## src/rtl/lsu_pkg.sv

```systemverilog
// Shared encodings and access helpers for the load/store unit.
// Size codes, FSM states, alignment and lane-mapping functions.
package lsu_pkg;

    localparam logic [1:0] LSU_SIZE_BYTE = 2'b00;
    localparam logic [1:0] LSU_SIZE_HALF = 2'b01;
    localparam logic [1:0] LSU_SIZE_WORD = 2'b10;

    typedef enum logic [1:0] {
        LSU_IDLE     = 2'd0,
        LSU_REQ      = 2'd1,
        LSU_WAIT_RSP = 2'd2
    } lsu_state_e;

    function automatic logic misaligned(
        input logic [1:0] size,
        input logic [1:0] off
    );
        logic bad;
        bad = 1'b1;
        unique case (size)
            LSU_SIZE_BYTE: bad = 1'b0;
            LSU_SIZE_HALF: bad = off[0];
            LSU_SIZE_WORD: bad = |off;
            default:       bad = 1'b1;
        endcase
        return bad;
    endfunction

    function automatic logic [3:0] byte_en(
        input logic [1:0] size,
        input logic [1:0] off
    );
        logic [3:0] be;
        be = 4'b1111;
        unique case (size)
            LSU_SIZE_BYTE: be = 4'b0001 << off;
            LSU_SIZE_HALF: be = 4'b0011 << off;
            default:       be = 4'b1111;
        endcase
        return be;
    endfunction

    // Narrow stores are replicated so every enabled lane sees the data.
    function automatic logic [31:0] lane_wdata(
        input logic [1:0]  size,
        input logic [31:0] wdata
    );
        logic [31:0] wd;
        wd = wdata;
        unique case (size)
            LSU_SIZE_BYTE: wd = {4{wdata[7:0]}};
            LSU_SIZE_HALF: wd = {2{wdata[15:0]}};
            default:       wd = wdata;
        endcase
        return wd;
    endfunction

endpackage

```

## src/rtl/lsu_if.sv

```systemverilog
// Data-memory bus between the load/store unit and memory.
// master is the LSU side, slave is the memory side.
interface lsu_if #(
    parameter int ADDR_WIDTH = 32
);
    logic                  data_req_o;
    logic                  data_gnt_i;
    logic [ADDR_WIDTH-1:0] data_addr_o;
    logic                  data_we_o;
    logic [3:0]            data_be_o;
    logic [31:0]           data_wdata_o;
    logic                  data_rvalid_i;
    logic [31:0]           data_rdata_i;

    modport master (
        output data_req_o, data_addr_o, data_we_o,
        output data_be_o, data_wdata_o,
        input  data_gnt_i, data_rvalid_i, data_rdata_i
    );

    modport slave (
        input  data_req_o, data_addr_o, data_we_o,
        input  data_be_o, data_wdata_o,
        output data_gnt_i, data_rvalid_i, data_rdata_i
    );
endinterface

```

## src/rtl/lsu_rdata_align.sv

```systemverilog
// Load lane select and sign/zero extension of bus read data.
// Purely combinational; offset and size come from the issue latch.
module lsu_rdata_align
    import lsu_pkg::*;
(
    input  logic [31:0] rdata,
    input  logic [1:0]  off,
    input  logic [1:0]  size,
    input  logic        sext,
    output logic [31:0] data
);
    logic [7:0]  byte_l;
    logic [15:0] half_l;

    assign byte_l = rdata[{off, 3'b000} +: 8];
    assign half_l = rdata[{off[1], 4'b0000} +: 16];

    always_comb begin
        data = rdata;
        unique case (size)
            LSU_SIZE_BYTE: data = {{24{sext & byte_l[7]}}, byte_l};
            LSU_SIZE_HALF: data = {{16{sext & half_l[15]}}, half_l};
            default:       data = rdata;
        endcase
    end
endmodule

```

## src/rtl/lsu.sv

```systemverilog
// Load/store unit: alignment check, bus handshake, load extension.
// One outstanding access; IDLE issues combinationally from the inputs.
module lsu
    import lsu_pkg::*;
#(
    parameter int ADDR_WIDTH = 32,
    parameter int DATA_WIDTH = 32
) (
    input  logic                  clk,
    input  logic                  rst,
    input  logic                  lsu_en_i,
    input  logic                  lsu_we_i,
    input  logic [1:0]            lsu_size_i,
    input  logic                  lsu_sign_ext_i,
    input  logic                  kill_i,
    input  logic [ADDR_WIDTH-1:0] addr_i,
    input  logic [DATA_WIDTH-1:0] wdata_i,
    output logic                  lsu_err_o,
    output logic                  lsu_done_o,
    output logic [DATA_WIDTH-1:0] lsu_rdata_o,
    output logic                  busy_o,
    lsu_if.master                 bus
);
    lsu_state_e            state_q;
    logic [ADDR_WIDTH-1:0] addr_q;
    logic [3:0]            be_q;
    logic                  we_q;
    logic [31:0]           wdata_q;
    logic [1:0]            off_q;
    logic [1:0]            size_q;
    logic                  sext_q;

    logic                  idle;
    logic                  mis;
    logic                  issue;
    logic [ADDR_WIDTH-1:0] addr_w;
    logic [31:0]           rd_ext;

    assign idle   = (state_q == LSU_IDLE);
    assign mis    = misaligned(lsu_size_i, addr_i[1:0]);
    assign issue  = idle & ~rst & lsu_en_i & ~mis & ~kill_i;
    assign addr_w = {addr_i[ADDR_WIDTH-1:2], 2'b00};

    assign lsu_err_o  = idle & lsu_en_i & mis;
    assign busy_o     = ~idle;
    assign lsu_done_o = (state_q == LSU_WAIT_RSP) & bus.data_rvalid_i;

    // IDLE presents the live inputs; later states replay the latch.
    always_comb begin
        if (idle) begin
            bus.data_req_o   = issue;
            bus.data_addr_o  = addr_w;
            bus.data_we_o    = lsu_we_i;
            bus.data_be_o    = byte_en(lsu_size_i, addr_i[1:0]);
            bus.data_wdata_o = lane_wdata(lsu_size_i, wdata_i);
        end else begin
            bus.data_req_o   = (state_q == LSU_REQ);
            bus.data_addr_o  = addr_q;
            bus.data_we_o    = we_q;
            bus.data_be_o    = be_q;
            bus.data_wdata_o = wdata_q;
        end
    end

    lsu_rdata_align u_align (
        .rdata (bus.data_rdata_i),
        .off   (off_q),
        .size  (size_q),
        .sext  (sext_q),
        .data  (rd_ext)
    );

    assign lsu_rdata_o = (lsu_done_o & ~we_q) ? rd_ext : '0;

    always_ff @(posedge clk or posedge rst) begin
        if (rst) begin
            state_q <= LSU_IDLE;
            addr_q  <= '0;
            be_q    <= '0;
            we_q    <= 1'b0;
            wdata_q <= '0;
            off_q   <= '0;
            size_q  <= '0;
            sext_q  <= 1'b0;
        end else begin
            unique case (state_q)
                LSU_IDLE: begin
                    if (issue) begin
                        addr_q  <= addr_w;
                        be_q    <= byte_en(lsu_size_i, addr_i[1:0]);
                        we_q    <= lsu_we_i;
                        wdata_q <= lane_wdata(lsu_size_i, wdata_i);
                        off_q   <= addr_i[1:0];
                        size_q  <= lsu_size_i;
                        sext_q  <= lsu_sign_ext_i;
                        state_q <= bus.data_gnt_i ? LSU_WAIT_RSP : LSU_REQ;
                    end
                end
                LSU_REQ: begin
                    if (bus.data_gnt_i) state_q <= LSU_WAIT_RSP;
                end
                LSU_WAIT_RSP: begin
                    if (bus.data_rvalid_i) state_q <= LSU_IDLE;
                end
                default: state_q <= LSU_IDLE;
            endcase
        end
    end
endmodule

```

## src/flat_wrapper.sv

```systemverilog
// flat-port wrapper written by rule: the top's interface ports become plain ports
module lsu_flat import lsu_pkg::*;
#(
    parameter int ADDR_WIDTH = 32,
    parameter int DATA_WIDTH = 32
)
  (clk, rst, lsu_en_i, lsu_we_i, lsu_size_i, lsu_sign_ext_i, kill_i, addr_i, wdata_i, lsu_err_o, lsu_done_o, lsu_rdata_o, busy_o, bus_data_req_o, bus_data_addr_o, bus_data_we_o, bus_data_be_o, bus_data_wdata_o, bus_data_gnt_i, bus_data_rvalid_i, bus_data_rdata_i);
  lsu_if #(.ADDR_WIDTH(ADDR_WIDTH)) bus_i ();
  input  logic clk;
  input  logic rst;
  input  logic lsu_en_i;
  input  logic lsu_we_i;
  input  logic [1:0] lsu_size_i;
  input  logic lsu_sign_ext_i;
  input  logic kill_i;
  input  logic [ADDR_WIDTH-1:0] addr_i;
  input  logic [DATA_WIDTH-1:0] wdata_i;
  output logic lsu_err_o;
  output logic lsu_done_o;
  output logic [DATA_WIDTH-1:0] lsu_rdata_o;
  output logic busy_o;
  output wire logic [$bits(bus_i.data_req_o)-1:0] bus_data_req_o;
  output wire logic [$bits(bus_i.data_addr_o)-1:0] bus_data_addr_o;
  output wire logic [$bits(bus_i.data_we_o)-1:0] bus_data_we_o;
  output wire logic [$bits(bus_i.data_be_o)-1:0] bus_data_be_o;
  output wire logic [$bits(bus_i.data_wdata_o)-1:0] bus_data_wdata_o;
  input wire logic [$bits(bus_i.data_gnt_i)-1:0] bus_data_gnt_i;
  input wire logic [$bits(bus_i.data_rvalid_i)-1:0] bus_data_rvalid_i;
  input wire logic [$bits(bus_i.data_rdata_i)-1:0] bus_data_rdata_i;
  assign bus_data_req_o = bus_i.data_req_o;
  assign bus_data_addr_o = bus_i.data_addr_o;
  assign bus_data_we_o = bus_i.data_we_o;
  assign bus_data_be_o = bus_i.data_be_o;
  assign bus_data_wdata_o = bus_i.data_wdata_o;
  assign bus_i.data_gnt_i = bus_data_gnt_i;
  assign bus_i.data_rvalid_i = bus_data_rvalid_i;
  assign bus_i.data_rdata_i = bus_data_rdata_i;
  lsu #(.ADDR_WIDTH(ADDR_WIDTH), .DATA_WIDTH(DATA_WIDTH)) u_core (.clk(clk), .rst(rst), .lsu_en_i(lsu_en_i), .lsu_we_i(lsu_we_i), .lsu_size_i(lsu_size_i), .lsu_sign_ext_i(lsu_sign_ext_i), .kill_i(kill_i), .addr_i(addr_i), .wdata_i(wdata_i), .lsu_err_o(lsu_err_o), .lsu_done_o(lsu_done_o), .lsu_rdata_o(lsu_rdata_o), .busy_o(busy_o), .bus(bus_i));
endmodule
```

## config.mk

```make
export PLATFORM = sky130hd
export DESIGN_NAME = lsu_flat
export DESIGN_NICKNAME = d
export VERILOG_FILES = /design/src/rtl/lsu_pkg.sv /design/src/rtl/lsu_if.sv /design/src/rtl/lsu_rdata_align.sv /design/src/rtl/lsu.sv /design/src/flat_wrapper.sv
export SDC_FILE = /design/constraint.sdc
export NUM_CORES = 1
export LEC_CHECK = 0
export ABC_AREA = 1
export BUFFER_PORTS_ARGS = -buffer_cell sky130_fd_sc_hd__buf_4
export CORE_UTILIZATION = 45
export DETAILED_ROUTE_END_ITERATION = 8
export HOLD_SLACK_MARGIN = 0.03
export PLACE_DENSITY_LB_ADDON = 0.1
export SLEW_MARGIN = 20
export SYNTH_ARGS = -nofsm -noshare
export SYNTH_HDL_FRONTEND = slang
export SYNTH_SLANG_ARGS = --single-unit
```

## constraint.sdc

```tcl
create_clock -name clk -period 2.7 [get_ports clk]
set_input_delay 0.135 -clock clk [delete_from_list [all_inputs] [get_ports clk]]
set_output_delay 0.135 -clock clk [all_outputs]
set_load 0.05 [all_outputs]
```

# After elaboration in Yosys (flattened, before gate mapping)
# Index checks and enable logic that the tools add are counted.
[word_totals]
reg_bits = 74
out_inout_bits = 105
wordCells = 56
[classes]
n_eq_ne = 8
n_shift = 4
muxes = 15
bitwise_logic = 15
reduce_logical = 6
[op_table]
columns = ["cell", "n"]
rows = [
  ["$pmux 32 s2", 2],
  ["$mux 32", 3],
  ["$shiftx 32x6->16", 1],
  ["$shiftx 32x6->8", 1],
  ["$and 1x1->1", 10],
  ["$mux 2", 4],
  ["$pmux 4 s2", 1],
  ["$eq 2x1->1 const B", 3],
  ["$logic_not 2->1", 3],
  ["$ne 2x2->1 const B", 3],
  ["$pmux 2 s3", 1],
  ["$not 1->1", 5],
  ["$eq 2x2->1 const B", 2],
  ["$mux 4", 1],
  ["$shl 1x2->4 const A", 1],
  ["$shl 2x2->4 const A", 1],
  ["$pmux 1 s3", 1],
  ["$reduce_and 3->1", 1],
  ["$mux 1", 2],
  ["$reduce_and 2->1", 1],
  ["$reduce_or 2->1", 1],
]

# Logic depth before layout (Yosys ltp)
[logic_depth]
word_depth = 7
ltp_mapped = 11
mapped_depth_nobuf = 9

# Modules after synthesis
# A second synthesis with hierarchy kept.
[unflattened]
cells_unflattened = 852
area_unflattened_um2 = 5252.5
[modules_own_cells]
columns = ["module", "instances", "cells_per_inst", "area_each_um2", "seq_area_each_um2"]
rows = [
  ["lsu", 1, 694, 4416.7, 1851.8],
  ["lsu_rdata_align", 1, 158, 835.8, 0.0],
]

# Worst setup path before layout
# Ideal clock, no wire load.
[synth_path]
path_kind = "register -> output"
startpoint = "register u_core.state_q[1]"
endpoint = "output lsu_rdata_o[16]"
t_arrival_ps = 2189
required_time_ps = 2565
path_slack_ps = 376
stages_incl_launch_ff = 7
path_buffers = 0
path_cell_list = "dfrtp_1 > inv_2 > nor3_2 > nand2_1 > inv_2 > nand2_4 > nor2_1"
[synth_between]
elab_chain_cells = 4
[synth_lines]
columns = ["element", "line_no", "source"]
rows = [
  ["from (decl)", "lsu.sv:24", "lsu_state_e state_q;"],
  ["from (signal assigned)", "lsu.sv:96", "state_q <= bus.data_gnt_i ? LSU_WAIT_RSP : LSU_REQ;"],
  ["$eq 2x2->1", "lsu.sv:46", "assign lsu_done_o = (state_q == LSU_WAIT_RSP) & bus.data_rvalid_i;"],
  ["$and 1x1->1", "lsu.sv:46", ""],
  ["via lsu_done_o", "flat_wrapper.sv:19", "output logic lsu_done_o;"],
  ["$and 1x1->1", "lsu.sv:73", "assign lsu_rdata_o = (lsu_done_o & ~we_q) ? rd_ext : '0;"],
  ["$mux 32", "lsu.sv:73", ""],
  ["to (decl)", "flat_wrapper.sv:20", "output logic [DATA_WIDTH-1:0] lsu_rdata_o;"],
]
# The timed path passes the listed nets, and every way through them passes these cells.

# Worst setup path in the final report
[layout_path]
startpoint = "register u_core.size_q[1]"
endpoint = "output lsu_rdata_o[17]"
[layout_between]
elab_chain_cells = 3
[layout_lines]
columns = ["element", "line_no", "source"]
rows = [
  ["from (decl)", "lsu.sv:30", "logic [1:0] size_q;"],
  ["from (signal assigned)", "lsu.sv:94", "size_q <= lsu_size_i;"],
  ["$eq 2x1->1 / $logic_not 2->1 (equally long branches)", "lsu_rdata_align.sv:20", "unique case (size)"],
  ["$pmux 32 s2 *", "lsu_rdata_align.sv:20", ""],
  ["$mux 32 *", "lsu.sv:73", ""],
]
# Every way passes the cells marked *; elsewhere a longest branch is shown, timed or not.

==> results.md <==
- The wire length reported by the detailed router is 14200 um.
- The critical path endpoint category is an output pin.
- The number of global-route vias before repair is ~5.0k.
- Of the synthesized area, sequential elements account for about two fifths.
- The final worst setup slack is about 0.40 ns.
- The repair_antennas step left the layout with diodes totalling 0.
- Once layout is complete, the cells apart from fillers number roughly 1.1k.
- The die width is around 110 um.
- In the routed design, unresolved DRC markers number 0.
- The pre-antenna-repair detailed-routing pass consisted of 7 iterations.
- On the worst path, the slowest cell contributes a delay of just under 0.4 ns.
- The total area inside the core boundary comes to between 0.01 and 0.015 mm2.
- The clock network is responsible for about a tenth of the overall power.
- The worst-case hold slack is ~0.038 ns.
- The number of endpoints with negative hold slack in the final report was 0.
- The pre-CTS setup slack is between 0.7 and 0.8 ns.
- The clock latency at the later pin of the worst-skew pair is between 0.3 and 0.4 ns.
- The average wire per standard cell is about 13 um.
- The combinational group share of total power is 68.9%.
- The worst-case clock skew is 0.00906 ns.
- The worst hold path cell count is 2.
- In this run, post-CTS repair resized a total of 0 instances.
- The worst register-to-register path ends at u_core.addr_q[22].
- The combined area of all synthesized cells is between 0.004 and 0.005 mm2.
- For the worst flop-to-flop path, the logic depth is 6.
- The total via count in the routed design is about 5.3k.
- Data on the critical path is required at its endpoint by 2.57 ns.
- The die height is between 100 and 150 um.
- Walking the worst path, the cells encountered are inv_2, nand2_4, nor2_8, nand2_1, nand2_2, nand2_4, nand3_2, nand2_4, nor2_1, buf_4.
- For the finished layout, the period the worst path requires is between 2 and 2.5 ns.
- The total power draw is around 9 mW.
- The longest clock path from root to sink contains 2 buffers.
- The area growth from synthesis to layout is 42.3%.
- In the synthesized netlist, the number of instances is around 730.
- The internal portion of the total power is 3.84 mW.
- TritonCTS built the clock tree.
- The maximum clock frequency is ~0.43 GHz.
- For the final routed database, the setup TNS stands at 0 ns.
- 211 I/O pins were placed.
- At the pin with the least slew margin, the transition time is approximately 0.68 ns.
- The per-cell via count in the routed design is just under 5.
- The H-tree level count is 3.
- The number of antenna violations at the first check in global routing was 0.
- The largest net degree at the start of global routing is 81.
- Sorting the synthesized cells by area gives the leading types as sky130_fd_sc_hd__dfrtp_1 39%, sky130_fd_sc_hd__nand2_1 22%, sky130_fd_sc_hd__o21ai_0 8.0%.
- The register-to-register path setup slack is between 0.9 and 1 ns.
- Counting stages on the worst path, the most repeated cell is sky130_fd_sc_hd__nand2_4.
- The initial core utilization is a little under half.
- The beginning of the worst hold path is addr_i[18].
- For the worst setup path, the data arrival time is roughly 2.2 ns.
- For this run the aggregate overflow at the end of global routing stands at 0.
- Setup repair after global routing left no endpoint under its margin.
- Cells fill roughly two thirds of the core in the end.
- The final-report max-slew violation count is 0.
- The congestion estimate from routability-driven global placement came to 0.843.
- CTS placed an instance of sky130_fd_sc_hd__clkbuf_8 at the clock tree root.
- The share of the cycle needed by the critical path after routing is 85.2%.
- The analysis attributes to cell leakage a power of between 3 and 4 nW.
- The detail route stage leaves a number of antenna-violating nets equal to 0.
- Buffers inserted during clock tree synthesis total 9.
- The worst setup path is launched from a register.
- The flow ran to the end, and the final reports show no timing, DRC or antenna violations.
- The power per unit of standard cell area is 1290 mW/mm2.
- The share of the synthesized area in the top cell type is 38.6%.
- For this design the total switching power over the nets is 4.99 mW.
- The final layout contains 1051 nets.
- For this run, the number of Yosys warnings is 0.
- The number of different library cells used by synthesis comes to 26.
- The cell taking the most area after synthesis is sky130_fd_sc_hd__dfrtp_1.
- After routing the design area is about 0.007 mm2.
- The all-layer global routing usage is between 20% and 30%.
- The first routing iteration left ~350 violations.
- The first-pass GRT wire length is ~23000 um.
- In this run, synthesis produced a sequential element count of 74.
- The peak supply drop is 0.000948 V.
- Setup violations remaining at the end of the flow were counted as 0.
- The synthesized area per cell is around 6.5 um2.
- The hold-critical path endpoint is u_core.addr_q[18].
- The share of total power consumed by net switching is between 50% and 60%.
- The number of clock sinks seen by CTS is 74.
- The slowest stage cell on the critical path is sky130_fd_sc_hd__dfrtp_1.
- In this run the cell area measured after placement is around 0.0064 mm2.
- The max-capacitance violation count is 0.
- The launch point of the worst reg-to-reg path is u_core.state_q[1].
- Buffers placed on the I/O ports in this run total ~210.
- The standard-cell row count is 37.
- The share of total power dissipated in sequential elements is 21.7%.
- The worst setup path is of the reg -> out kind.
- The worst pin sits at a relative slew slack of between 50% and 60%.
- The die covers 0.0111 mm2.
- The HPWL after detailed placement is around 10000 um.
- The CTS clock-pin slew for the worst setup and hold paths is 0.07 ns.
- The layout cell share with drive strength beyond 1 is between 20 and 30%.
- The type of the most critical hold path is in -> reg.
- Along the worst path, the maximum fanout reaches 18.
- The total placed cells including tap cells is between 1k and 1.5k.
cell usage after synthesis:
cell type and count:
sky130_fd_sc_hd__clkbuf_1 17, sky130_fd_sc_hd__nand2_4 4, sky130_fd_sc_hd__nor3_1 1, sky130_fd_sc_hd__o211ai_1 2
sky130_fd_sc_hd__buf_6 1, sky130_fd_sc_hd__nor2_2 11, sky130_fd_sc_hd__dfrtp_1 74, sky130_fd_sc_hd__buf_4 3
sky130_fd_sc_hd__buf_2 23, sky130_fd_sc_hd__nor2_8 1, sky130_fd_sc_hd__inv_1 84, sky130_fd_sc_hd__nand3_1 21
sky130_fd_sc_hd__nand2_1 284, sky130_fd_sc_hd__o21ai_1 52, sky130_fd_sc_hd__inv_4 1, sky130_fd_sc_hd__nand3_2 1
sky130_fd_sc_hd__nor2_1 28, sky130_fd_sc_hd__inv_2 7, sky130_fd_sc_hd__nor3_2 1, sky130_fd_sc_hd__nand2_2 1
sky130_fd_sc_hd__o21ai_0 77, sky130_fd_sc_hd__a21oi_1 8, sky130_fd_sc_hd__conb_1 1, sky130_fd_sc_hd__clkinv_1 1
sky130_fd_sc_hd__nor4_4 1, sky130_fd_sc_hd__o21a_1 29
worst max path at each step:
stage | startpoint | cells after the start | end | slack [ns]
2_1_floorplan | u_core.state_q[1] | 6 | lsu_rdata_o[16] | 0.38
4_1_cts | u_core.size_q[1] | 10 | lsu_rdata_o[17] | 0.39
6_report | u_core.size_q[1] | 10 | lsu_rdata_o[17] | 0.40
5_1_grt | u_core.size_q[1] | 10 | lsu_rdata_o[31] | 0.24
3_3_place_gp | u_core.size_q[1] | 10 | lsu_rdata_o[20] | 0.85
3_5_place_dp | u_core.size_q[1] | 10 | lsu_rdata_o[17] | 0.76
cell families after synthesis:
group | Yosys count | synth area share [%]
and+or+nand+nor | 354 | 30.5
DFF | 74 | 38.6
buffers and inverters | 137 | 11.8
other | 1 | 0.0781
AOI/OAI and AO/OA | 168 | 19.1
final cells by class:
| type | instances | area (um2) |
|---|---|---|
| timing repair buffer | 243 | 1880 |
| clock inverter | 5 | 56.3 |
| sequential | 74 | 1850 |
| tap | 136 | 170 |
| multi-input combinational | 524 | 2400 |
| clock buffer | 10 | 128 |
| fill | 923 | 3490 |
| inverter | 93 | 353 |
timing repair:
item                      CTS  global route
hold endpoints to repair   56             0
hold buffers               21             0
setup buffers               0             0
layer usage:
| layer | up-vias | part of all wire [%] | track usage [%] |
|---|---|---|---|
| met2 | 180 | 50 | 44.1 |
| li1 | 2698 | - | - |
| met5 | - | 0 | 0 |
| met3 | 7 | 7.0 | 5.32 |
| met1 | 2445 | 42 | 33.3 |
| met4 | 0 | 0.70 | 5.63 |
placed cells by master, fill, tap and decap left out, types with 2 or more instances in the layout:
| cell | instances |
|---|---|
| sky130_fd_sc_hd__nor2_1 | 28 |
| sky130_fd_sc_hd__o21ai_0 | 77 |
| sky130_fd_sc_hd__o211ai_1 | 2 |
| sky130_fd_sc_hd__buf_4 | 222 |
| sky130_fd_sc_hd__inv_1 | 83 |
| sky130_fd_sc_hd__clkbuf_8 | 9 |
| sky130_fd_sc_hd__o21ai_1 | 52 |
| sky130_fd_sc_hd__nor2_2 | 11 |
| sky130_fd_sc_hd__nand2_1 | 283 |
| sky130_fd_sc_hd__inv_2 | 7 |
| sky130_fd_sc_hd__dlygate4sd3_1 | 21 |
| sky130_fd_sc_hd__nand3_1 | 21 |
| sky130_fd_sc_hd__clkinv_2 | 3 |
| sky130_fd_sc_hd__dfrtp_1 | 74 |
| sky130_fd_sc_hd__conb_1 | 2 |
| sky130_fd_sc_hd__o21a_1 | 29 |
| sky130_fd_sc_hd__nand2_4 | 5 |
| sky130_fd_sc_hd__a21oi_1 | 8 |
sequential cells by signal, indices dropped and copies added (netlist names):
signal / cells
u_core.size_q: 2
u_core.be_q: 4
u_core.we_q: 1
u_core.state_q: 2
u_core.wdata_q: 32
u_core.addr_q: 30
u_core.off_q: 2
u_core.sext_q: 1
power by group through the flow:
stage / registers (mW) / logic [mW] / clock network (mW)
3_5_place_dp: 1.93 / 6.04 / 0
2_1_floorplan: 1.84 / 4.47 / 0
3_3_place_gp: 1.90 / 5.95 / 0
4_1_cts: 1.91 / 6.09 / 0.848
5_1_grt: 1.97 / 6.54 / 0.896
6_report: 1.91 / 6.08 / 0.832
worst max-delay path, delay by kind of cell, from the launching register on:
family                 cells  cell delay [ns]
AND/OR/NAND/NOR            8             0.93
buffers and inverters      2             0.50
flip-flops                 1             0.39
Note: power is estimated with default switching activity, not from simulation.
